===== src/rtl/load_unit.sv =====
// Sequential load path: effective-address calculation, word-aligned memory read with
// request/ready handshake, then byte/halfword/word extraction with sign or zero extension.
module load_unit (
  input  logic        clk,
  input  logic        rst_n,
  input  logic        start,
  input  logic [31:0] rs1_data,
  input  logic [31:0] Iimm,
  input  logic [2:0]  funct3,
  output logic        mem_req,
  output logic [31:0] mem_addr,
  input  logic        mem_ready,
  input  logic        mem_rvalid,
  input  logic [31:0] mem_rdata,
  output logic        busy,
  output logic        done,
  output logic [31:0] load_data,
  output logic        load_err
);

  typedef enum logic [1:0] {S_IDLE, S_REQ, S_WAIT, S_DONE} state_t;

  state_t      r_state, w_next;
  logic [1:0]  r_off;
  logic [2:0]  r_f3;
  logic        r_mem_req;
  logic [31:0] r_mem_addr;
  logic [31:0] r_data;
  logic        r_err;

  logic [31:0] w_eff;
  logic        w_bad;
  logic        w_accept;
  logic [7:0]  w_byte;
  logic [15:0] w_half;
  logic [31:0] w_ext;

  assign w_eff    = rs1_data + Iimm;
  assign w_accept = (r_state == S_IDLE) && start;

  // Illegal or misaligned loads never reach memory.
  always_comb begin
    w_bad = 1'b1;
    case (funct3)
      3'b000, 3'b100: w_bad = 1'b0;
      3'b001, 3'b101: w_bad = w_eff[0];
      3'b010:         w_bad = |w_eff[1:0];
      default:        w_bad = 1'b1;
    endcase
  end

  always_comb begin
    w_next = r_state;
    case (r_state)
      S_IDLE: if (start) w_next = w_bad ? S_DONE : S_REQ;
      S_REQ:  if (mem_ready) w_next = S_WAIT;
      S_WAIT: if (mem_rvalid) w_next = S_DONE;
      S_DONE: w_next = S_IDLE;
      default: w_next = S_IDLE;
    endcase
  end

  always_ff @(posedge clk or negedge rst_n) begin
    if (!rst_n) r_state <= S_IDLE;
    else        r_state <= w_next;
  end

  assign w_byte = mem_rdata[{r_off, 3'b000} +: 8];
  assign w_half = r_off[1] ? mem_rdata[31:16] : mem_rdata[15:0];

  always_comb begin
    w_ext = mem_rdata;
    case (r_f3)
      3'b000:  w_ext = {{24{w_byte[7]}}, w_byte};
      3'b100:  w_ext = {24'b0, w_byte};
      3'b001:  w_ext = {{16{w_half[15]}}, w_half};
      3'b101:  w_ext = {16'b0, w_half};
      default: w_ext = mem_rdata;
    endcase
  end

  always_ff @(posedge clk or negedge rst_n) begin
    if (!rst_n) begin
      r_off      <= 2'b00;
      r_f3       <= 3'b000;
      r_mem_req  <= 1'b0;
      r_mem_addr <= 32'h0;
      r_data     <= 32'h0;
      r_err      <= 1'b0;
    end else begin
      // Request stays up through the cycle mem_ready is seen high.
      r_mem_req <= (w_next == S_REQ);
      if (w_accept) begin
        r_off <= w_eff[1:0];
        r_f3  <= funct3;
        if (!w_bad) r_mem_addr <= {w_eff[31:2], 2'b00};
      end
      if (w_accept && w_bad) begin
        r_data <= 32'h0;
        r_err  <= 1'b1;
      end else if (r_state == S_WAIT && mem_rvalid) begin
        r_data <= w_ext;
        r_err  <= 1'b0;
      end
    end
  end

  assign mem_req   = r_mem_req;
  assign mem_addr  = r_mem_addr;
  assign busy      = (r_state != S_IDLE);
  assign done      = (r_state == S_DONE);
  assign load_data = r_data;
  assign load_err  = r_err;

endmodule


===== config.mk =====
export PLATFORM = sky130hd
export DESIGN_NAME = load_unit
export DESIGN_NICKNAME = d
export VERILOG_FILES = /design/src/rtl/load_unit.sv
export SDC_FILE = /design/constraint.sdc
export NUM_CORES = 1
export LEC_CHECK = 0
export ABC_AREA = 1
export CORE_MARGIN = 1
export CORE_UTILIZATION = 45
export DETAILED_ROUTE_END_ITERATION = 12
export GPL_ROUTABILITY_DRIVEN = 0
export PLACE_DENSITY = 0.77
export SYNTH_ARGS = -nofsm -noshare
export SYNTH_HDL_FRONTEND = slang
export SYNTH_SLANG_ARGS = --single-unit

===== constraint.sdc =====
create_clock -name clk -period 1.7 [get_ports clk]
set_clock_uncertainty 0.1 [all_clocks]
set_input_delay 0.17 -clock clk [delete_from_list [all_inputs] [get_ports clk]]
set_output_delay 0.17 -clock clk [all_outputs]
set_load 0.01 [all_outputs]

==> flow_metrics.py <==
metrics = {
    "route": {
        "viasPerCell": 5.22,
        "routedWlPerCell_um": 15.3,
        "postRouteAntennaNets": 0,
        "dr.pass1.iters": 8,
        "via_count": 7059,
        "wl_um": 20700,
        "route.detailed.drc": 0,
        "drt_iter0_markers": 787,
    },
    "pwr": {
        "leakage_nw": 5.13,
        "power_density_nw_per_um2": 1230,
        "vdd_ir_drop_max_mv": 0.682,
    },
    "worst_setup_path": {
        "startpoint": "rs1_data[0]",
        "worstSetupPathType": "in -> reg",
        "regToRegStartpoint": "r_off[1]",
        "r2r-end": "load_data[9]",
        "crit_fanout": 5,
        "rrSetupSlack_ns": -0.02,
        "end_kind": "register",
        "worstRegToRegCells": 11,
        "critPathRequiredTime_ns": 1.85,
        "start_kind": "input port",
        "cp-endpoint": "mem_addr[16]",
        "worstPathArrival_ns": 1.89,
    },
    "global_route": {
        "grt_util_met3_pct": 3.34,
        "grt_pass1_wl_um": 29400,
        "grt_max_degree": 72,
        "grt_use_total_pct": 28.5,
        "busiest_layer": "met2",
        "grt_pass1_vias": 6367,
        "antenna_found_initial": 0,
        "use_met2_pct": 50.5,
        "grt_util_met1_pct": 35.2,
        "grt_overflow_total": 0,
    },
    "yosys": {
        "netlist_top_cells_area": "dfrtp_1 31%, nand2_1 26%, inv_1 9.4%",
        "ys.warnings.count": 0,
        "synth_largest_area_cell": "dfrtp_1",
        "synth_seq_cells": 71,
        "netlist_instances": 927,
        "synth_cell_types": 36,
        "syn_area_um2": 5690,
        "postSynthAreaPerCell_um2": 6.14,
        "post-synth-top-area-fraction_pct": 31.2,
        "yosysSeqAreaShare_pct": 31.2,
    },
    "die": {
        "initial_utilization_pct": 46.8,
        "design.portCount": 172,
        "die-width_um": 114,
        "std_cell_rows": 40,
        "die_y_um": 114,
        "die-area_um2": 13100,
        "core_area_um2": 12200,
    },
    "sta": {
        "rsz0062_at_grt": "true",
        "final_max_slew_viol_count": 0,
        "setup_viol_count_final": 14,
        "min_period_ns": 1.73,
        "hold_viol": 0,
        "min_period_over_period_pct": 102,
        "fmax_mhz": 577,
        "setup_ws_ns": -0.0341,
    },
    "cells_and_area": {
        "utilization_pct": 78.1,
        "syn_to_final_growth_pct": 67.0,
        "nets": 1316,
        "layout-drive-gt1-share_pct": 23.0,
        "antenna-diode-count": 0,
        "final_cells": 1352,
    },
    "clock_network": {
        "cts.clk_slew.worst_paths_ns": 0.06,
        "clk_latency_ns": 0.33,
        "cts_sinks": 71,
        "cts_tree": "built",
        "cts.htree.levels": 3,
        "clockBufferDepth": 2,
        "cts-root-buf": "clkbuf_16",
        "numCtsBuffers": 9,
    },
    "place": {
        "placed_cells": 1319,
        "portBuffers": 169,
        "post-dp-hpwl_um": 13400,
    },
    "flow_run": {
        "drv_cap": 0,
    },
    "worst_hold_path": {
        "hold_path.class": "in -> async",
    },
    "run_status": {
        "status": "finished with violations",
        "violations": "negative setup slack",
    },
}
[cells in the mapped netlist (all sizes together)]
cell / n
o21ai: 43
and2: 1
a21o: 1
a31oi: 1
nand4: 4
ha: 31
nand2: 402
o211ai: 3
dfrtp: 71
a22o: 1
fa: 1
o41ai: 1
conb: 1
a21oi: 37
o311ai: 1
nand3b: 4
o31ai: 5
clkbuf: 8
xnor2: 14
inv: 145
nor3: 4
nor2: 81
nand3: 50
buf: 14
o21bai: 3
[through the flow]
stage                     hold slack (ns)  setup TNS (ns)  instance area (um2)  power, mW  worst slack [ns]
after detailed placement            0.126          -40.24                 8140       8.68            -0.693
after global placement              0.132          -36.38                 8140       8.57            -0.620
after floorplan                    -0.226           -2.87                 5750       5.85           -0.0977
after global routing                0.341           -2.52                 9500       12.3           -0.0957
after CTS                           0.284          -0.173                 8880       11.1           -0.0333
final                               0.272          -0.161                 9500       11.6           -0.0341
[report_power, final]
group          leakage [nW]  internal, mW  switching, mW
Sequential            0.901          2.47          0.621
Combinational          4.07          3.20           3.33
Clock                 0.155          1.31          0.709
[routing by layer]
layer / part of all wire, % / up-vias
met5: 0 / -
met4: 3.3 / 0
met3: 6.8 / 64
met2: 51 / 381
met1: 39 / 3258
li1: - / 3356
[layout make-up]
class	count	area, um2
clock inverter	4	70.1
sequential	71	1780
inverter	145	557
multi-input combinational	691	4010
tap	168	210
clock buffer	11	243
fill	858	2660
timing repair buffer	262	2640
[logic make-up after synthesis]
logic type                 Yosys count  share of synthesized area, %
AOI/OAI and AO/OA                   96                          9.54
xor gates and xnor gates            14                          2.15
adders and majority gates           32                          7.17
buffers and inverters              167                          11.7
DFF                                 71                          31.2
other                                1                        0.0659
and+or+nand+nor                    546                          38.1
[critical path, cell delays in order]
cell and delay, ns:
buf_6 0.10, ha_4 0.16, fa_2 0.47, inv_2 0.06, nand4_1 0.09, buf_4 0.16, a21oi_4 0.21, buf_6 0.18
buf_12 0.13, nor2_2 0.04, a31oi_1 0.12
[registers in the layout, summed over array words and instances, names as in the netlist]
name / cells
r_state: 2
r_off: 2
r_f3: 3
load_err: 1
mem_addr: 30
load_data: 32
mem_req: 1
[repair_timing]
item | 4_1_cts | 5_1_grt
hold buffers | 1 | 0
setup buffers | 3 | 10
setup endpoints to repair | 66 | 56
cloned | 4 | 1
pin swaps | 17 | 48
resized for setup | 64 | 168
endpoints found under the hold margin | 71 | 0
[how the worst min path moves through the flow]
stage / startpoint / endpoint / slack [ns]
finish: rst_n / load_data[11] / 0.27
global route: Iimm[0] / r_off[0] / 0.34
CTS: rs1_data[0] / r_off[0] / 0.28
global placement: rst_n / load_data[5] / 0.13
detailed placement: rst_n / load_data[11] / 0.13
floorplan: rst_n / load_data[0] / -0.23
[placed cells by master, fill, tap and decap left out, types with 2 or more instances in the layout]
cell	instances
a21oi_1	26
a21oi_2	10
buf_12	8
buf_16	3
buf_4	78
buf_6	5
bufinv_16	2
clkbuf_16	9
clkdlybuf4s50_1	128
clkinv_2	2
conb_1	2
dfrtp_1	69
dfrtp_2	2
dlygate4sd2_1	3
dlymetal6s2s_1	33
ha_1	5
ha_4	25
inv_1	135
inv_2	7
nand2_1	344
nand2_2	49
nand2_4	10
nand3_1	28
nand3_2	21
nand3b_1	4
nand4_1	4
nor2_1	56
nor2_2	19
nor2_4	6
nor3_1	3
o211ai_1	2
o21ai_0	27
o21ai_1	13
o21ai_2	3
o21bai_1	3
o31ai_1	5
xnor2_1	14
Note: power is estimated with default switching activity, not from simulation.
